==> src/rtl/tt_um_bcd_display_shivam.sv <==
// Binary-to-BCD/hex display back end: double-dabble converter feeding a 3-digit multiplexed 7-segment scanner.
// Optional build macro LEADING_ZERO_BLANK_EN blanks leading zeros of decimal digits 2 and 1.
module tt_um_bcd_display_shivam #(
  parameter int unsigned REFRESH_DIV = 1024
) (
  input  logic [7:0] ui_in,
  output logic [7:0] uo_out,
  input  logic [7:0] uio_in,
  output logic [7:0] uio_out,
  output logic [7:0] uio_oe,
  input  logic       ena,
  input  logic       clk,
  input  logic       rst_n
);

  typedef enum logic [1:0] {S_IDLE, S_SHIFT, S_UPDATE} state_t;

  localparam int unsigned PW = (REFRESH_DIV > 1) ? $clog2(REFRESH_DIV) : 1;
  localparam logic [PW-1:0] PRE_LAST = PW'(REFRESH_DIV - 1);

  state_t        r_state, w_state_nxt;
  logic [7:0]    r_bin, r_cap, w_bin_nxt;
  logic [11:0]   r_bcd, w_adj, w_bcd_nxt;
  logic [2:0]    r_cnt;
  logic          r_mode, r_strobe;
  // Digit register layout: [5] decimal point, [4] blank, [3:0] digit code
  logic [5:0]    r_d2, r_d1, r_d0, w_d2, w_d1, w_d0, w_dsel;
  logic [PW-1:0] r_pre;
  logic [1:0]    r_idx;
  logic [7:0]    r_seg, w_seg;
  logic [2:0]    r_en, w_en;
  logic          w_hold, w_blank2, w_blank1, w_unused;

  assign w_hold   = uio_in[7];
  assign w_unused = &{1'b0, uio_in[6:1]};

  function automatic logic [6:0] seg7(input logic [3:0] d);
    seg7 = '0;
    case (d)
      4'h0: seg7 = 7'h3F;  4'h1: seg7 = 7'h06;  4'h2: seg7 = 7'h5B;  4'h3: seg7 = 7'h4F;
      4'h4: seg7 = 7'h66;  4'h5: seg7 = 7'h6D;  4'h6: seg7 = 7'h7D;  4'h7: seg7 = 7'h07;
      4'h8: seg7 = 7'h7F;  4'h9: seg7 = 7'h6F;  4'hA: seg7 = 7'h77;  4'hB: seg7 = 7'h7C;
      4'hC: seg7 = 7'h39;  4'hD: seg7 = 7'h5E;  4'hE: seg7 = 7'h79;  4'hF: seg7 = 7'h71;
    endcase
  endfunction

  always_ff @(posedge clk or negedge rst_n) begin
    if (!rst_n)   r_state <= S_IDLE;
    else if (ena) r_state <= w_state_nxt;
  end

  always_comb begin
    w_state_nxt = r_state;
    case (r_state)
      S_IDLE:   if (!w_hold) w_state_nxt = S_SHIFT;
      S_SHIFT:  if (r_cnt == 3'd7) w_state_nxt = S_UPDATE;
      S_UPDATE: w_state_nxt = S_IDLE;
      default:  w_state_nxt = S_IDLE;
    endcase
  end

  // One double-dabble step: add 3 to nibbles >= 5, then shift {bcd, bin} left
  always_comb begin
    w_adj = r_bcd;
    for (int unsigned i = 0; i < 3; i++) begin
      if (r_bcd[4*i +: 4] >= 4'd5) w_adj[4*i +: 4] = r_bcd[4*i +: 4] + 4'd3;
    end
    w_bcd_nxt = {w_adj[10:0], r_bin[7]};
    w_bin_nxt = {r_bin[6:0], 1'b0};
  end

`ifdef LEADING_ZERO_BLANK_EN
  assign w_blank2 = (r_bcd[11:8] == 4'd0);
  assign w_blank1 = w_blank2 && (r_bcd[7:4] == 4'd0);
`else
  assign w_blank2 = 1'b0;
  assign w_blank1 = 1'b0;
`endif

  assign w_d2 = r_mode ? {2'b00, r_cap[7:4]} : {1'b0, w_blank2, r_bcd[11:8]};
  assign w_d1 = r_mode ? {2'b00, r_cap[3:0]} : {1'b0, w_blank1, r_bcd[7:4]};
  assign w_d0 = r_mode ? 6'b110000            : {2'b00, r_bcd[3:0]};

  always_ff @(posedge clk or negedge rst_n) begin
    if (!rst_n) begin
      r_bin    <= '0;
      r_cap    <= '0;
      r_bcd    <= '0;
      r_cnt    <= '0;
      r_mode   <= 1'b0;
      r_d2     <= '0;
      r_d1     <= '0;
      r_d0     <= '0;
      r_strobe <= 1'b0;
    end else if (ena) begin
      r_strobe <= (r_state == S_UPDATE);
      case (r_state)
        S_IDLE: if (!w_hold) begin
          r_bin  <= ui_in;
          r_cap  <= ui_in;
          r_mode <= uio_in[0];
          r_bcd  <= '0;
          r_cnt  <= '0;
        end
        S_SHIFT: begin
          r_bcd <= w_bcd_nxt;
          r_bin <= w_bin_nxt;
          r_cnt <= r_cnt + 3'd1;
        end
        S_UPDATE: begin
          r_d2 <= w_d2;
          r_d1 <= w_d1;
          r_d0 <= w_d0;
        end
        default: ;
      endcase
    end
  end

  always_comb begin
    w_dsel = r_d0;
    w_en   = 3'b001;
    case (r_idx)
      2'd1:    begin w_dsel = r_d1; w_en = 3'b010; end
      2'd2:    begin w_dsel = r_d2; w_en = 3'b100; end
      default: ;
    endcase
    w_seg = {w_dsel[5], w_dsel[4] ? 7'h00 : seg7(w_dsel[3:0])};
  end

  // Segments and enables are registered together so they switch on the same edge
  always_ff @(posedge clk or negedge rst_n) begin
    if (!rst_n) begin
      r_pre <= '0;
      r_idx <= '0;
      r_seg <= 8'h3F;
      r_en  <= 3'b001;
    end else if (ena) begin
      if (r_pre == PRE_LAST) begin
        r_pre <= '0;
        r_idx <= (r_idx == 2'd2) ? 2'd0 : r_idx + 2'd1;
      end else begin
        r_pre <= r_pre + PW'(1);
      end
      r_seg <= w_seg;
      r_en  <= w_en;
    end
  end

  assign uo_out  = r_seg;
  assign uio_out = {4'b0000, r_strobe, r_en};
  assign uio_oe  = 8'h0F;

endmodule

==> config.mk <==
export PLATFORM = sky130hd
export DESIGN_NAME = tt_um_bcd_display_shivam
export DESIGN_NICKNAME = d
export VERILOG_FILES = /design/src/rtl/tt_um_bcd_display_shivam.sv
export SDC_FILE = /design/constraint.sdc
export NUM_CORES = 1
export LEC_CHECK = 0
export ABC_AREA = 1
export BUFFER_PORTS_ARGS = -buffer_cell sky130_fd_sc_hd__buf_2
export CORE_MARGIN = 4
export CORE_UTILIZATION = 63
export DETAILED_ROUTE_END_ITERATION = 7
export PLACE_DENSITY = 0.85
export SYNTH_ARGS = -nofsm -noshare
export SYNTH_HDL_FRONTEND = slang
export SYNTH_SLANG_ARGS = --single-unit
export TNS_END_PERCENT = 5
==> constraint.sdc <==
create_clock -name clk -period 5.79 [get_ports clk]
set_input_delay 0.579 -clock clk [delete_from_list [all_inputs] [get_ports clk]]
set_output_delay 0.579 -clock clk [all_outputs]
set_load 0.01 [all_outputs]
==> metrics.md <==
| Metric | Value |
|---|---|
| Predominant post-synthesis flop cell | sky130_fd_sc_hd__dfrtp_1 |
| Clock root buffer | sky130_fd_sc_hd__clkbuf_8 |
| Die Span Y | 84.82 um |
| Wire length of the first global-routing pass | 11.91 mm |
| Cell depth of the worst hold path | 3 |
| Slew at the pin with the worst max-slew slack | 865.0 ps |
| Vias in the first global route | 2697 |
| Maximum number of buffers from clock root to sink | 2 |
| RR Startpoint | r_idx[1] |
| Top cell family by delay on the critical path | adder cells |
| Highest clock rate | 457.1 MHz |
| I/O pins | 43 |
| Gr ovfl total | 0 |
| Critical Path AT | 2470 ps |
| Number of antenna violations at the first check in global routing | 0 |
| Cts-stage hold buffer count | 0 |
| Total leakage power | 0.002118 uW |
| Via density | 5.272 |
| Area leader, netlist | sky130_fd_sc_hd__dfrtp_1 |
| Global router's overall resource usage | 20.83% |
| Worst min-delay path category | primary input to flip-flop |
| TritonCTS Sinks | 71 |
| IO buf count | 24 |
| Largest net degree at the start of global routing | 72 |
| Starting density of the core | 66.29% |
| Critical path's largest stage delay | 410 ps |
| Number of slew-limit violations in the final report | 0 |
| Tightest slew margin relative to the limit | 42.33% |
| Power per cell area | 455.1 nW/um^2 |
| Leading cell types by count after synthesis | 145 x sky130_fd_sc_hd__nand2_1, 64 x sky130_fd_sc_hd__dfrtp_1, 48 x sky130_fd_sc_hd__o21ai_0 |
| IR drop worst, VDD | 0.2222 mV |
| Number of fillers in the final layout | 440 |
| Setup repair after global routing missed its margin | no |
| Top area cells in the synthesized netlist | sky130_fd_sc_hd__dfrtp_1 43%, sky130_fd_sc_hd__nand2_1 15%, sky130_fd_sc_hd__ha_1 6.7%, sky130_fd_sc_hd__o21ai_0 6.5%, sky130_fd_sc_hd__dfstp_2 4.9% |
| Net total in the final layout | 517 |
| Placeable core region | 5608 um^2 |
| Post-Layout Inst Area | 4071 um^2 |
| Number of hold-slack violations in the final timing report | 0 |
| H-tree lvl count | 3 |
| Sequence of cells on the critical path | inv_1, ha_1, inv_1, nand2_1, nand2_1, inv_1, ha_1, nand3b_1, nand3_1, nand3_1, nand2_1 |
| Clock buffers created by TritonCTS | 9 |
| Via count of the routed design | 2926 |
| Fin crit share | 37.79% |
| Post-synth ARST share | 100.0% |
| Final HPWL DP | 5.012 mm |
| Number of enable flip-flop cells after synthesis | 0 |
| Synth unique cells | 34 |
| Share of the synthesized area in the top cell type | 43.08% |
| Critical path's slowest cell | sky130_fd_sc_hd__dfrtp_1 |
| Type of the setup path with the least slack | flip-flop to flip-flop |
| Run status | finished, final reports clean |
| Fraction of layout cells with a size suffix above 1 | 11.80% |
| Crit. End Element | flip-flop |
| YS warnings | 0 |
| DRC violation total after the first TritonRoute iteration | 156 |
| Weighted congestion reported at the end of routability-driven placement | 0.9008 |
| Clock period minus final worst setup slack | 2188 ps |
| Critical hold path startpoint | uio_in[0] |
| Die Wd | 84.82 um |
| Number of nets with antenna violations after detailed routing | 0 |
| Total of flip-flops plus latches after synthesis | 71 |
| Clock tree from TritonCTS | yes |
| Clk_lat worst skew | 350 ps |
| Total of max-cap violations | 0 |
| Wirelength per Cell | 12.53 um |
| Post-synthesis area per instance | 8.170 um^2 |
| Antenna Diode Count | 0 |
| Most repeated cell in the gate-level netlist after synthesis | sky130_fd_sc_hd__nand2_1 |
| Max FO, Critical Path | 8 |
| Endpoint of the worst-slack reg-to-reg timing path | uo_out[3] |
| Register-to-Register Setup Slack | 3600 ps |
| Worst Hold Endpoint | r_mode |
| Proportion of synthesized chip area in sequential cells | 48.03% |
| Clock transition time at the flip-flop clock pins of the worst setup and hold paths | 80 ps |
| Cell area after synthesis | 3717 um^2 |
| Worst clock skew | 11.43 ps |
| Type of origin of the critical path | flip-flop |
| Residual DRC count | 0 |
| Setup-failing EPs final | 0 |
| Gate count after technology mapping | 455 |
| Synthesis-to-finish area growth | 9.525% |
| Post CTS Setup Buffer Count | 0 |
| Number of buffers and inverters on the critical path | 3 |
| Die Footprint | 7194 um^2 |
| Final-layout setup total negative slack | 0 ps |
| Post-Route WL | 6.953 mm |
| Total placed instance area | 3825 um^2 |
| Length in cells of the worst reg-to-reg path | 11 |
| Cell row count | 27 |
| Number of iterations in the first detailed-routing pass | 4 |
| Post-cts repair resize count | 0 |
| CP Data Required Time | 6070 ps |
## power by group
group	leakage [uW]	internal (uW)	switching (uW)	total, uW
Sequential	0.000873	672	116	788
Combinational	0.00113	220	364	584
Clock	0.000116	298	183	481
## routing by layer
layer  up-vias  GRT usage, %  share of wire (%)
li1       1477             -                  -
met1      1375         26.67                 44
met2        61         33.74                 50
met3        13         3.689                4.1
met4         0         11.22                2.4
met5         -             0                  0
## worst min-delay path, cell delays in order
cell and delay [ps]:
sky130_fd_sc_hd__buf_2 80, sky130_fd_sc_hd__nand2_1 40, sky130_fd_sc_hd__nand2_1 40
## worst max-delay path by stage
stage	cells past startpoint	slack (ps)	to	from
after floorplan	13	3840	uo_out[1]	r_idx[0]
after global placement	6	3240	r_d0[4]	ena
after detailed placement	6	3250	r_d0[4]	ena
after CTS	11	3600	uo_out[3]	r_idx[1]
after global routing	11	3390	uo_out[3]	r_idx[1]
final	11	3600	uo_out[3]	r_idx[1]
## per-stage QoR
step	hold slack, ps	util, %	cells	setup WS (ps)	power, uW
3_3_place_gp	448.7	68.21	539	3241	1340
6_report	423.8	72.60	555	3602	1853
2_1_floorplan	283.4	-	465	3842	1231
5_1_grt	429.7	72.60	555	3394	1996
4_1_cts	415.1	72.60	555	3596	1863
3_5_place_dp	453.7	68.21	539	3246	1378
## cells in the final DEF (no fill, tap or decap), drive strengths merged, types with 2 or more instances in the layout
cell / netlist / layout
nand2: 148 / 148
dfrtp: 64 / 64
o21ai: 50 / 50
inv: 49 / 49
buf: 19 / 25
nor2: 25 / 25
nand3: 22 / 22
ha: 20 / 20
conb: 2 / 12
clkbuf: 4 / 11
a21oi: 9 / 9
o22ai: 9 / 9
o211ai: 7 / 7
dfstp: 7 / 7
xor2: 6 / 6
bufinv: 0 / 3
nand3b: 2 / 2
nor3b: 2 / 2
clkinvlp: 0 / 2
nor3: 2 / 2
or2: 2 / 2
## layout make-up
class | instances | area [um^2] | area share (%)
sequential | 71 | 1785 | 43.85
inverter | 50 | 187.7 | 4.610
clock buffer | 11 | 141.4 | 3.473
clock inverter | 5 | 105.1 | 2.581
multi-input combinational | 321 | 1634 | 40.14
timing repair buffer | 25 | 127.6 | 3.135
tap | 72 | 90.09 | 2.213
## cells by family after synthesis
| family | count (synthesis) | share of synthesized area [%] |
|---|---|---|
| buffers and inverters | 73 | 9.020 |
| and+or+nand+nor | 203 | 22.45 |
| adders and majority gates | 20 | 6.732 |
| DFF | 71 | 48.03 |
| muxes | 1 | 0.2693 |
| AOI/OAI and AO/OA | 78 | 11.65 |
| other | 2 | 0.2020 |
| xor gates and xnor gates | 7 | 1.649 |
## sequential cells by signal (all words and copies together), names as in the netlist
| name | flops |
|---|---|
| r_bcd | 12 |
| r_bin | 8 |
| r_cap | 8 |
| r_cnt | 3 |
| r_d0 | 5 |
| r_d1 | 4 |
| r_d2 | 4 |
| r_en | 3 |
| r_idx | 2 |
| r_mode | 1 |
| r_pre | 10 |
| r_state | 2 |
| r_strobe | 1 |
| uo_out | 8 |
No activity file was read; power rests on OpenSTA's default activity.
